### src/rtl/multi_irq_ctrl.sv
// Interrupt controller for up to eight external lines: synchronizes each line,
// keeps per-line pending state (edge or level), and runs a non-nesting request/service handshake.
module multi_irq_ctrl #(
  parameter int          NIRQ = 8,
  parameter logic [7:0]  EDGE = 8'h00
) (
  input  logic            clk,
  input  logic            rst,
  input  logic [NIRQ-1:0] irq_in,
  input  logic [NIRQ-1:0] im,
  input  logic            ie,
  input  logic            exl,
  input  logic            inta,
  input  logic            eret,
  input  logic            ipclr_we,
  input  logic [NIRQ-1:0] ipclr,
  output logic            intr,
  output logic [7:0]      imip,
  output logic [2:0]      irq_id,
  output logic            busy
);

  typedef enum logic [1:0] {
    IDLE = 2'd0,
    REQ  = 2'd1,
    SERV = 2'd2
  } state_t;

  logic [NIRQ-1:0] s1_r;
  logic [NIRQ-1:0] s2_r;
  logic [NIRQ-1:0] s3_r;
  logic [NIRQ-1:0] pending_r;
  state_t          state_r;
  logic            intr_r;
  logic            busy_r;
  logic [2:0]      irq_id_r;
  logic [7:0]      imip_s;
  logic            req_ok_s;

  // Lowest set index wins, so line 0 has the highest priority.
  function automatic logic [2:0] lowest_index(input logic [7:0] v);
    logic [2:0] id;
    id = 3'd0;
    for (int i = 7; i >= 0; i--) begin
      id = v[i] ? 3'(i) : id;
    end
    return id;
  endfunction

  // Two synchronizer stages plus a history stage for edge detection.
  always_ff @(posedge clk) begin
    if (rst) begin
      s1_r <= '0;
      s2_r <= '0;
      s3_r <= '0;
    end else begin
      s1_r <= irq_in;
      s2_r <= s1_r;
      s3_r <= s2_r;
    end
  end

  // Pending bits: edge lines latch a rising edge (set beats clear), level lines follow s2.
  always_ff @(posedge clk) begin
    if (rst) begin
      pending_r <= '0;
    end else begin
      for (int i = 0; i < NIRQ; i++) begin
        if (EDGE[i]) begin
          if (s2_r[i] && !s3_r[i]) begin
            pending_r[i] <= 1'b1;
          end else if (ipclr_we && ipclr[i]) begin
            pending_r[i] <= 1'b0;
          end else begin
            pending_r[i] <= pending_r[i];
          end
        end else begin
          pending_r[i] <= s2_r[i];
        end
      end
    end
  end

  // Masked pending vector, upper unused bits held at zero.
  always_comb begin
    imip_s               = 8'h00;
    imip_s[NIRQ-1:0]     = pending_r & im;
    req_ok_s             = (|imip_s) & ie & ~exl;
  end

  // Request/service FSM; intr and busy are registered alongside the next state.
  always_ff @(posedge clk) begin
    if (rst) begin
      state_r  <= IDLE;
      intr_r   <= 1'b0;
      busy_r   <= 1'b0;
      irq_id_r <= 3'd0;
    end else begin
      case (state_r)
        IDLE: begin
          if (req_ok_s) begin
            state_r  <= REQ;
            intr_r   <= 1'b1;
            busy_r   <= 1'b1;
            irq_id_r <= lowest_index(imip_s);
          end else begin
            state_r  <= IDLE;
            intr_r   <= 1'b0;
            busy_r   <= 1'b0;
          end
        end
        REQ: begin
          // Acceptance takes precedence over withdrawal in the same cycle.
          if (inta) begin
            state_r <= SERV;
            intr_r  <= 1'b0;
            busy_r  <= 1'b1;
          end else if (!req_ok_s) begin
            state_r <= IDLE;
            intr_r  <= 1'b0;
            busy_r  <= 1'b0;
          end else begin
            state_r <= REQ;
            intr_r  <= 1'b1;
            busy_r  <= 1'b1;
          end
        end
        SERV: begin
          if (eret) begin
            state_r <= IDLE;
            intr_r  <= 1'b0;
            busy_r  <= 1'b0;
          end else begin
            state_r <= SERV;
            intr_r  <= 1'b0;
            busy_r  <= 1'b1;
          end
        end
        default: begin
          state_r <= IDLE;
          intr_r  <= 1'b0;
          busy_r  <= 1'b0;
        end
      endcase
    end
  end

  assign intr   = intr_r;
  assign busy   = busy_r;
  assign irq_id = irq_id_r;
  assign imip   = imip_s;

endmodule
### config.mk
export PLATFORM = sky130hd
export DESIGN_NAME = multi_irq_ctrl
export DESIGN_NICKNAME = d
export VERILOG_FILES = /design/src/rtl/multi_irq_ctrl.sv
export SDC_FILE = /design/constraint.sdc
export NUM_CORES = 1
export LEC_CHECK = 0
export ABC_AREA = 1
export CAP_MARGIN = 20
export CORE_ASPECT_RATIO = 1.4
export CORE_UTILIZATION = 44
export CTS_BUF_LIST = sky130_fd_sc_hd__clkbuf_8
export DETAILED_ROUTE_END_ITERATION = 8
export GPL_ROUTABILITY_DRIVEN = 0
export PLACE_DENSITY = 0.82
export SLEW_MARGIN = 5
export SYNTH_ARGS = -nofsm -noshare
export SYNTH_HDL_FRONTEND = slang
export SYNTH_SLANG_ARGS = --single-unit
### constraint.sdc
create_clock -name clk -period 1.2 [get_ports clk]
set_input_delay 0.18 -clock clk [delete_from_list [all_inputs] [get_ports clk]]
set_output_delay 0.18 -clock clk [all_outputs]
set_load 0.03 [all_outputs]
==> results of run 1 <==
[layout make-up]
| type | count | share of cell area, % |
|---|---|---|
| inverter | 38 | 8.23 |
| clock inverter | 2 | 2.02 |
| timing repair buffer | 48 | 26.4 |
| multi-input combinational | 67 | 20.1 |
| tap | 34 | 2.45 |
| sequential | 31 | 36.0 |
| clock buffer | 6 | 4.76 |
[cell usage in the layout (no fill, tap or decap), types with 2 or more instances in the layout]
| cell | count |
|---|---|
| buf_6 | 8 |
| dlygate4sd2_1 | 2 |
| nand2_2 | 9 |
| nor2_1 | 27 |
| inv_2 | 6 |
| nand2_1 | 17 |
| clkdlybuf4s50_1 | 16 |
| clkbuf_8 | 6 |
| dlymetal6s2s_1 | 4 |
| a21oi_2 | 2 |
| a21oi_1 | 2 |
| clkdlybuf4s15_1 | 3 |
| dfxtp_1 | 28 |
| a211oi_1 | 2 |
| dfxtp_2 | 3 |
| inv_1 | 32 |
| buf_4 | 14 |
[flip-flops by register name, indices dropped and copies added, names as in the netlist]
| signal | flops |
|---|---|
| busy | 1 |
| s1_r | 8 |
| s2_r | 8 |
| irq_id | 3 |
| pending_r | 8 |
| state_r | 2 |
| intr | 1 |
[timing repair]
action | in CTS | in global routing
setup buffers | 3 | 1
endpoints found under the setup margin | 11 | 13
gates cloned | 0 | 0
gates resized for setup | 18 | 20
hold buffers | 0 | 0
pin swaps | 4 | 7
[routing by layer]
metal  track usage [%]  wire length [um]  vias to the layer above
met3              6.45               158                        9
li1                  -                 -                      497
met2              35.1              1260                       45
met5                 0                 0                        -
met4              14.3               101                        0
met1              16.8               838                      455
[synth_stat cells]
| master | instances |
|---|---|
| a31oi_1 | 1 |
| inv_1 | 37 |
| nand2_1 | 21 |
| nand2_2 | 6 |
| inv_2 | 1 |
| nor3b_4 | 1 |
| buf_6 | 1 |
| dfxtp_1 | 31 |
| o2bb2ai_1 | 1 |
| o21ai_0 | 1 |
| clkbuf_1 | 2 |
| a21oi_1 | 2 |
| a21oi_2 | 2 |
| nor2_4 | 1 |
| nor2_1 | 28 |
| nand3_2 | 1 |
| a211oi_1 | 2 |
[through the flow]
stage | setup slack, ns | TNS (ns) | cell area [sq um]
final | 0.00965 | 0 | 1730
after detailed placement | -0.215 | -0.927 | 1530
after CTS | 0.000568 | 0 | 1680
after global routing | -0.0417 | -0.0774 | 1730
after floorplan | 0.129 | 0 | 1110
after global placement | -0.138 | -0.508 | 1530
[final timing paths]
check,end,start,slack [ns]
worst max-delay path,irq_id[1],irq_id[1],0.01
worst min-delay path,irq_id[1],im[1],0.35
worst max register to register,irq_id[1],pending_r[2],0.04
worst min register to register,pending_r[0],s2_r[0],0.38
[report_power, final]
| group | internal, mW | total [mW] | switching, mW | leakage, nW |
|---|---|---|---|---|
| combinational | 0.116 | 0.222 | 0.106 | 0.584 |
| sequential | 1.07 | 1.08 | 0.0121 | 0.256 |
| clock | 0.671 | 1.03 | 0.363 | 0.0612 |
[cell families (layout without fill, tap and decap cells)]
kind of cell           Yosys count  after routing  synth area share (%)
AO/OA/AOI/OAI                    9              9                  5.66
buffers and inverters           41             94                  14.6
flip-flops                      31             31                  56.1
AND/OR/NAND/NOR                 58             58                  23.6
==> metrics.md, run 1 <==
| Metric | Value |
|---|---|
| Status | complete, no violations |
| Layout Cells excl Fill | 226 |
| Cell family with most CP delay | buffers and inverters |
| Worst path max stage delay | 0.38 ns |
| Final period util | 99.2% |
| CORE AREA | 0.00239 sq mm |
| CP endpoint kind | primary output |
| Final #Nets | 222 |
| Yosys warnings | 0 |
| Final ANT Viol Nets | 0 |
| Clock sink count | 31 |
| CP Class | flip-flop to primary output |
| Post-synthesis sequential area ratio | 56.1% |
| Mapped Cells | 139 |
| DRC | 0 |
| Syn_area_per_cell | 7.96 sq um |
| Fin Clk Skew | 0.00882 ns |
| DP HPWL | 1610 um |
| Largest net degree at the start of global routing | 12 |
| Final hold violations | 0 |
| DRT Pass-1 Iters | 4 |
| CP required | 1.02 ns |
| CP max FO | 2 |
| Worst Tran Pin Value | 0.325 ns |
| Total count of max-transition violations in the final report | 0 |
| Worst Setup Start Kind | flip-flop |
| Die area | 0.00272 sq mm |
| CTS tree | built |
| Worst Hold Slack | 0.353 ns |
| Vias | 1,006 |
| Diode count | 0 |
| Filler cell count | 183 |
| CTS clk-pin slew, worst paths | 0.07 ns |
| Vias in the first global route | 918 |
| First-pass GRT wire length | 3580 um |
| Multi-input gate area | 349 sq um |
| Final wirelength | 2360 um |
| Worst Hold Depth | 6 |
| CP Depth | 1 |
| DP Cell Count | 214 |
| Post-Syn Area | 0.00111 sq mm |
| WP data arrival | 1.01 ns |
| Total track usage | 19.1% |
| Synth area leaders | dfxtp_1 (56%), inv_1 (13%), nor2_1 (9.5%), nand2_1 (7.1%), nand2_2 (3.4%) |
| First DRT Iteration DRCs | 34 |
| Die height | 61.3 um |
| Leak | 0.901 nW |
| CTS root buf | clkbuf_8 |
| Reg2Reg Depth | 9 |
| Max VDD drop | 1310 uV |
| GRT Residual Overflow | 0 |
| CTS Buf Count | 5 |
| P&R area growth vs syn | 56.8% |
| Final core occ | 72.5% |
| Fmax | 0.840 GHz |
| IO Pins | 44 |
| Post-synth cell types | 17 |
| IO Port Bufs | 34 |
| PD cells | 1350 mW/mm^2 |
| Post-Syn Nets | 170 |
| RSZ-0062 raised after global routing | true |
| CTS Buffer Depth | 2 |
| Share of layout cells above drive strength 1 | 29.2% |
| Relative slew slack | 78.4% |
| Via density | 4.45 |
| Site Rows | 21 |
| Antenna violations before repair | 0 |
| Final setup viols | 0 |
| Yosys top cell by area | dfxtp_1 |
| Worst path bufs/invs | 1 |
| Die Wd | 44.4 um |
| Worst min path class | primary input to flip-flop |
| Register area | 624 sq um |
| Max_cap viols | 0 |
| Post-synth top area share | 56.1% |
| Slowest library cell on the worst path | clkdlybuf4s15_1 |
| PnR Total Power | 2.34 mW |
| H-tree depth | 2 |
| Worst-path cell chain | clkdlybuf4s15_1 |
| Routed len/inst | 10.5 um |
| Flops & latches, synth | 31 |
| Minimum clock period | 1.19 ns |
| Clk_lat worst skew | 0.28 ns |
| Initial Util | 46.3% |
Power figures use the tool's default switching activity.
==> run 2, diff against run 1 <==
CORE_UTILIZATION = 47   (was 44)
PLACE_DENSITY = 0.87   (was 0.82)
clock period = 1.5 ns   (was 1.2 ns; I/O delays follow)
==> metrics.md, run 2 (synthesized netlist as in run 1, its figures left out) <==
| Metric | Value |
|---|---|
| CTS tree | built |
| Worst Min Path Start | s2_r[5] |
| Die Wd | 43 um (-3.1%) |
| DRC | 0 (unchanged) |
| First-pass GRT wire length | 3310 um (-7.5%) |
| Worst-path cell chain | clkdlybuf4s50_1 > nand2_1 > inv_1 > buf_4 |
| # Post-CTS Setup Buffers | 0 (-3) |
| Cell family with most CP delay | buffers and inverters |
| Vias | 901 (-10%) |
| CTS root buf | clkbuf_8 |
| R2r endpoint | irq_id[1] |
| CP required | 1.27 ns (+0.25 ns) |
| Clock sink count | 31 (unchanged) |
| Worst Hold Depth | 2 (-4) |
| Leak | 0.850 nW (-5.6%) |
| Most frequent cells in the layout | inv_1 (37), dfxtp_1 (31), nor2_1 (28), nand2_1 (21), clkdlybuf4s50_1 (21) |
| Antenna violations before repair | 0 (unchanged) |
| PnR Total Power | 1.85 mW (-21%) |
| Worst path bufs/invs | 3 (+2) |
| Largest net degree at the start of global routing | 18 (+6) |
| Relative slew slack | 78.6% (+0.22 points) |
| CP Class | primary input to primary output |
| Max VDD drop | 1000 uV (-24%) |
| Final wirelength | 1970 um (-17%) |
| Final hold violations | 0 (unchanged) |
| IO Port Bufs | 34 (unchanged) |
| CTS Buf Count | 5 (unchanged) |
| Diode count | 0 (unchanged) |
| Minimum clock period | 1.24 ns |
| WP data arrival | 1.02 ns (about the same) |
| Die height | 59.4 um (-3.1%) |
| Setup TNS | 0 ns (unchanged) |
| Share of layout cells above drive strength 1 | 16.7% (-13 points) |
| DP HPWL | 1440 um (-11%) |
| Routed len/inst | 9.76 um (-6.6%) |
| Final period util | 82.8% |
| Fmax | 0.806 GHz |
| Site Rows | 20 (-4.8%) |
| Worst Tran Pin Value | 0.320 ns (-0.00508 ns) |
| Multi-input gate area | 324 sq um (-7.2%) |
| CTS clk-pin slew, worst paths | 0.06 ns (about the same) |
| CP endpoint kind | primary output |
| Worst path max stage delay | 0.46 ns (+0.08 ns) |
| Total count of max-transition violations in the final report | 0 (unchanged) |
| Final ANT Viol Nets | 0 (unchanged) |
| Total track usage | 18.7% (-0.43 points) |
| P&R area growth vs syn | 41.9% |
| Reg2Reg Depth | 5 (-4) |
| H-tree depth | 2 (unchanged) |
| Filler cell count | 165 (-9.8%) |
| DRT Pass-1 Iters | 4 (unchanged) |
| Register-to-register setup slack | 0.44 ns (+0.40 ns) |
| Vias in the first global route | 825 (-10%) |
| Status | complete, no violations |
| Final #Nets | 210 (-5.4%) |
| GRT Residual Overflow | 0 (unchanged) |
| First DRT Iteration DRCs | 20 (-41%) |
| Critical R2R Launch | state_r[1] |
| Initial Util | 50.2% (+4.0 points) |
| Worst min path class | flip-flop to flip-flop |
| IO Pins | 44 (unchanged) |
| Slowest library cell on the worst path | clkdlybuf4s50_1 |
| RSZ-0062 raised after global routing | false |
| CP max FO | 2 (unchanged) |
| Clk_lat worst skew | 0.28 ns (about the same) |
| Top flop regs | pending_r: 8 flops, s1_r: 8 flops, s2_r: 8 flops |
| Register area | 621 sq um (-0.60%) |
| CORE AREA | 0.00220 sq mm (-7.9%) |
| CTS Buffer Depth | 2 (unchanged) |
| Max_cap viols | 0 (unchanged) |
| Most common cell after layout, fill and taps aside | inv_1 |
| Die area | 0.00255 sq mm (-6.1%) |
| Final setup viols | 0 (unchanged) |
| Hold Crit Endpoint | pending_r[5] |
| Via density | 4.46 (+0.20%) |
| Fin Clk Skew | 0.00359 ns (-0.00524 ns) |
| PD cells | 1180 mW/mm^2 (-12%) |
| Worst Setup Start Kind | primary input |
run 2: cell count changes in the layout (fill, tap and decap cells not counted), moves of 2 or more:
cell / before / now
dfxtp_1: 28 / 31
inv_1: 32 / 37
inv_2: 6 / 1
nand2_2: 9 / 6
dfxtp_2: 3 / 0
buf_6: 8 / 0
nand2_1: 17 / 21
clkdlybuf4s15_1: 3 / 0
buf_4: 14 / 10
clkdlybuf4s50_1: 16 / 21
dlymetal6s2s_1: 4 / 2
run 2: worst max path at each step:
| stage | depth (start not counted) | startpoint | slack [ns] | endpoint |
|---|---|---|---|---|
| 6_report | 4 | im[7] | 0.26 | imip[7] |
| 5_1_grt | 1 | irq_id[1] | 0.21 | irq_id[1] |
| 4_1_cts | 1 | busy | 0.01 | busy |
| 3_5_place_dp | 9 | im[3] | 0.07 | irq_id[1] |
| 3_3_place_gp | 9 | im[3] | 0.11 | irq_id[1] |
| 2_1_floorplan | 10 | pending_r[7] | 0.43 | irq_id[0] |
run 2: stage by stage:
stage	setup slack, ns	std cells	utilization (%)	hold WS [ns]	cell area [sq um]
after floorplan	0.429	139	-	0.324	1110
after global placement	0.111	194	65.9	0.389	1450
after detailed placement	0.0668	194	65.9	0.394	1450
after CTS	0.0128	202	71.0	0.404	1560
after global routing	0.214	202	71.3	0.420	1570
final	0.259	202	71.3	0.398	1570
run 2: layout make-up:
type	count	area share, %
clock buffers	6	5.26
clock inverters	2	2.23
inverters	38	9.09
multi-input cells	67	20.7
flip-flops and latches	31	39.6
well taps	22	1.75
repair buffers	36	21.5
run 2: what timing repair did:
| action | 4_1_cts | 5_1_grt |
|---|---|---|
| setup endpoints to repair | 3 | 2 |
| gates resized for setup | 3 | 2 |
| hold buffers | 0 | 0 |
run 2: worst reg2reg max path: stages (launching register included):
cell and delay (ns):
dfxtp_1 0.35, nor3b_4 0.24, nand3_2 0.16, inv_2 0.10
nand2_2 0.05, a21oi_2 0.10
run 2: power breakdown:
group          internal, mW  switching, mW  total [mW]
Combinational        0.0842         0.0752       0.159
Sequential            0.854        0.00889       0.863
Clock                 0.536          0.294       0.831
Total                  1.47          0.378        1.85
run 2: routing by layer:
layer	vias up	global-route usage, %	wire (um)	share of wire, %
li1	474	-	-	-
met1	381	17.9	744	38
met2	40	31.6	1020	52
met3	6	9.45	154	7.8
met4	0	11.3	50	2.5
met5	-	0	0	0
==> run 3, diff against run 2 <==
CORE_UTILIZATION = 44   (was 47)
PLACE_DENSITY = 0.82   (was 0.87)
clock period = 1.2 ns   (was 1.5 ns; I/O delays follow)
==> results of run 3 <==
The final DEF is identical to that of run 1; final timing and power are the same.
==> edit 1, RTL diff (flow settings as in run 1) <==
Re-encode `state_t` (3 states) as one-hot, 3 bits wide.
--- a/src/rtl/multi_irq_ctrl.sv
+++ b/src/rtl/multi_irq_ctrl.sv
@@ -20,10 +20,10 @@
   output logic            busy
 );
 
-  typedef enum logic [1:0] {
-    IDLE = 2'd0,
-    REQ  = 2'd1,
-    SERV = 2'd2
+  typedef enum logic [2:0] {
+    IDLE = 3'b001,
+    REQ  = 3'b010,
+    SERV = 3'b100
   } state_t;
 
   logic [NIRQ-1:0] s1_r;
Formal check against the unedited RTL: same outputs for any inputs over 10 cycles, from zero or initial values and one cycle with rst high; not proved beyond that.
==> edit 1 against run 1 <==
  * First-iteration DRC count fell by 38%
  * Via count up 2.0%
  * Synthesized area rose by 10%
  * Non-clock buffer count shrank 3
  * Cell count grew 5.3%
  * Worst setup slack improved by 27 ps
  * Global-route usage shrank 0.79 points
  * Clock skew shrank 2.4 ps
  * Power is 6.0% lower
  * Routed wire length down 2.1%
  * Cell area up 2.0%
  * Hold slack improved by 38 ps
  * Sequential cell count up 1
  * Largest power group unchanged
==> edit 1: results <==
export IMPL_status="completed"
export IMPL_grtUsageMet3_pct=6.50
export IMPL_ys_seq_area_share_pct=52.7
export IMPL_synth_xor_xnor_area_share_pct=0
export IMPL_grt_util_met1_pct=15.8
export IMPL_p_leak_uw=0.000940
export IMPL_hp_class="flip-flop to flip-flop"
export IMPL_cp_max_fo=2
export IMPL_cts_setup_buffers=0
export IMPL_netlist_top_cells_count="inv_1 (40), dfxtp_1 (32), nor2_1 (25)"
export IMPL_yosys_mux_area_fraction_pct=0
export IMPL_drive_gt1_share_pct=32.7
export IMPL_clk_latency_ps=280
export IMPL_clock_path_buffers=2
export IMPL_cp_data_arrival_time_ps=980
export IMPL_diodes=0
export IMPL_grt_pass1_wl_um=3770
export IMPL_htree_levels=2
export IMPL_finalNetCount=233
export IMPL_dr_pass1_iters=4
export IMPL_numPortBuffers=34
export IMPL_reg_top3="pending_r x8, s1_r x8, s2_r x8"
export IMPL_ys_async_sr_fraction_pct=0
export IMPL_synth_adder_area_share_pct=0
export IMPL_grt_start_max_net_pins=24
export IMPL_yosys_warnings=0
export IMPL_grtUsageMet2_pct=31.6
export IMPL_synth_cell_types=19
export IMPL_syn_num_nets=184
export IMPL_synth_compound_area_share_pct=3.60
export IMPL_drtIter0Drc=21
export IMPL_cts_buffers_inserted=5
export IMPL_hpwlAfterDp_um=1760
export IMPL_clkTransAtPathRegs_ps=60
export IMPL_root_buffer="clkbuf_8"
export IMPL_num_vias=1026
export IMPL_worst_slew_pin_slew_ps=298
export IMPL_antenna_found_initial=0
export IMPL_wirelength_um=2310
export IMPL_yosys_top_cells_area="dfxtp_1 (53%), inv_1 (12%), nor2_1 (7.7%)"
export IMPL_peakVddDrop_mv=1.32
export IMPL_grtUsageTotal_pct=18.3
export IMPL_placed_area_um2=1650
export IMPL_fin_skew_ps=6.46
==> edit 1: final cells by class <==
class / count / area (um2)
clock buffer: 7 / 96.3
fill: 221 / 846
inverter: 44 / 165
multi-input combinational: 74 / 408
sequential: 32 / 648
tap: 36 / 45.0
timing repair buffer: 45 / 407
==> edit 1: final timing paths <==
kind	from	to	slack (ps)	depth (start not counted)
max	pending_r[7]$_SDFF_PP0_	imip[7]	40	4
min	s2_r[3]$_SDFF_PP0_	pending_r[3]$_SDFF_PP0_	390	2
max reg2reg	pending_r[1]$_SDFF_PP0_	irq_id[2]$_SDFFE_PP0P_	100	6
min reg2reg	s2_r[3]$_SDFF_PP0_	pending_r[3]$_SDFF_PP0_	390	2
==> edit 1: power by group <==
group / total (uW) / leakage [uW] / switching [uW] / internal (uW)
registers: 1110 / 0.000265 / 12.8 / 1100
clock network: 866 / 0.0000503 / 356 / 510
logic: 217 / 0.000625 / 107 / 110
==> edit 1: logic make-up after synthesis <==
kind of cell / Yosys count
AO/OA/AOI/OAI: 7
buffers and inverters: 47
flip-flops: 32
AND/OR/NAND/NOR: 67
==> edit 1: routing by layer <==
layer | share of wire [%] | up-vias
met5 | 0 | -
met4 | 3.7 | 0
met3 | 5.5 | 9
met2 | 56 | 30
met1 | 35 | 459
li1 | - | 528
==> edit 1: worst max-delay path, cell delays in order, from the launching register on <==
cell and delay [ps]:
dfxtp_2 340, nand2_4 80, inv_2 40, buf_4 120, buf_6 130
==> edit 1: per-stage QoR <==
step / total power (uW) / setup WS, ps / instances
floorplan: 1240 / 173 / 153
global placement: 1350 / -173 / 231
detailed placement: 1360 / -236 / 231
CTS: 2230 / 8.63 / 238
global route: 2300 / 0.986 / 238
finish: 2200 / 37.1 / 238
==> edit 1: what timing repair did <==
action | in CTS | in global routing
gates cloned | 0 | 0
setup endpoints to repair | 10 | 9
pin swaps | 2 | 3
resized for setup | 19 | 14
hold endpoints to repair | 0 | 0
==> edit 2, RTL diff (flow settings as in run 1) <==
Without the edit above. Add an input register stage for `irq_in`, with the module's reset; this delays it by one clock. The other inputs are not delayed to match.
--- a/src/rtl/multi_irq_ctrl.sv
+++ b/src/rtl/multi_irq_ctrl.sv
@@ -25,6 +25,16 @@
     REQ  = 2'd1,
     SERV = 2'd2
   } state_t;
+
+  logic [NIRQ-1:0] irq_q;
+
+  always_ff @(posedge clk) begin
+    if (rst) begin
+      irq_q <= '0;
+    end else begin
+      irq_q <= irq_in;
+    end
+  end
 
   logic [NIRQ-1:0] s1_r;
   logic [NIRQ-1:0] s2_r;
@@ -54,7 +64,7 @@
       s2_r <= '0;
       s3_r <= '0;
     end else begin
-      s1_r <= irq_in;
+      s1_r <= irq_q;
       s2_r <= s1_r;
       s3_r <= s2_r;
     end
Function: changed (Yosys sat finds a counterexample within 4 cycles, from zero or initial values and one cycle with rst high).
==> edit 2 against run 1 <==
  * Global-route usage is 5.2 points lower
  * Power is 5.5% higher
  * Non-clock buffer count is 1 lower
  * Combinational power is 17% lower
  * Synthesized area is 21% higher
  * Sequential cell count is 8 higher
  * Worst setup slack better by 31 ps
  * Cell count is 12% higher
  * Cell area is 11% higher
  * Routed wire length is 15% lower
==> edit 2: results <==
export IMPL_grtUsageTotal_pct=13.9
export IMPL_yosys_top_cells_area="dfxtp_1 (58%), inv_1 (13%), nor2_1 (10%)"
export IMPL_grt_pass1_wl_um=3440
export IMPL_hpwlAfterDp_um=1460
export IMPL_hold_start="s1_r[6]$_SDFF_PP0_"
export IMPL_fin_skew_ps=5.91
export IMPL_ys_seq_area_share_pct=58.2
export IMPL_syn_num_nets=197
export IMPL_r2r_slack_ps=140
export IMPL_min_path_cells=2
export IMPL_dp_cells=245
export IMPL_status="completed"
export IMPL_holdWs_ps=393
export IMPL_peakVddDrop_mv=1.18
export IMPL_cp_data_arrival_time_ps=980
export IMPL_drive_gt1_share_pct=26.3
export IMPL_drtIter0Drc=20
export IMPL_hp_class="flip-flop to flip-flop"
export IMPL_netlist_top_cells_count="inv_1 (47), dfxtp_1 (39), nor2_1 (36)"
export IMPL_p_leak_uw=0.000963
export IMPL_n_fill_cell=244
export IMPL_syn_instance_count=166
export IMPL_num_vias=1041
export IMPL_grt_pass1_vias=908
export IMPL_viasPerCell=4.10
export IMPL_min_to="s2_r[6]$_SDFF_PP0_"
## edit 2: changes by cell type in the layout (fill, tap and decap cells not counted), moves of 2 or more
cell and change:
inv_2 -3, nand2_1 -4, dfxtp_2 +2, dfxtp_1 +6, inv_1 +13, nand2_2 +4, nor2_1 +9, buf_6 -2
dlygate4sd2_1 +4, dlymetal6s2s_1 -4
## edit 2: logic make-up (layout without fill, tap and decap cells)
logic type | Yosys count | count (layout)
AO/OA/AOI/OAI | 9 | 9
flip-flops | 39 | 39
AND/OR/NAND/NOR | 66 | 66
buffers and inverters | 52 | 103
## edit 2: through the flow
step | utilization [%] | total power, uW | instance area [um2] | setup WS (ps)
2_1_floorplan | - | 1460 | 1340 | 117
3_3_place_gp | 62.3 | 1560 | 1790 | -140
3_5_place_dp | 62.3 | 1570 | 1790 | -168
4_1_cts | 66.6 | 2500 | 1920 | 3.38
5_1_grt | 66.7 | 2580 | 1920 | -4.92
6_report | 66.7 | 2460 | 1920 | 40.8
## edit 2: per-layer routing
layer	routed length (um)	part of all wire [%]	up-vias	global-route usage (%)
met4	34	1.7	0	7.72
met2	1020	51	35	25.7
li1	-	-	566	-
met3	125	6.3	4	4.73
met1	817	41	436	13.6
met5	0	0	-	0
## edit 2: worst max path at each step
stage                        endpoint  slack, ps                    start  cells past startpoint
3_5_place_dp   irq_id[1]$_SDFFE_PP0P_       -170                    im[1]                      9
3_3_place_gp   irq_id[1]$_SDFFE_PP0P_       -140                    im[0]                      9
6_report                      imip[7]         40                    im[7]                      5
2_1_floorplan  irq_id[0]$_SDFFE_PP0P_        120  pending_r[7]$_SDFF_PP0_                     10
5_1_grt                       imip[5]         -5  pending_r[5]$_SDFF_PP0_                      4
4_1_cts                     irq_id[2]          3   irq_id[2]$_SDFFE_PP0P_                      1
## edit 2: report_power, final
part           switching [uW]  internal (uW)
registers                11.1           1330
logic                    84.9            100
clock network             410            522
## edit 2: what timing repair did
| item | 4_1_cts | 5_1_grt |
|---|---|---|
| hold buffers | 0 | 0 |
| setup buffers | 1 | 0 |
| pin swaps | 3 | 0 |
| resized for setup | 18 | 12 |
| setup endpoints to repair | 11 | 9 |
## edit 2: worst max-delay path, cell delays in order
cell and delay, ps:
clkdlybuf4s50_1 470, nand2_2 70, inv_2 50, buf_4 90, buf_6 110
## edit 2: cell type report
type                            instances  share of cell area, %
Clock buffer                            7                   5.02
Clock inverter                          1                  0.391
Inverter                               48                   9.39
Multi-Input combinational cell         75                   19.0
Sequential cell                        39                   41.0
Tap cell                               37                   2.41
Timing Repair Buffer                   47                   22.7
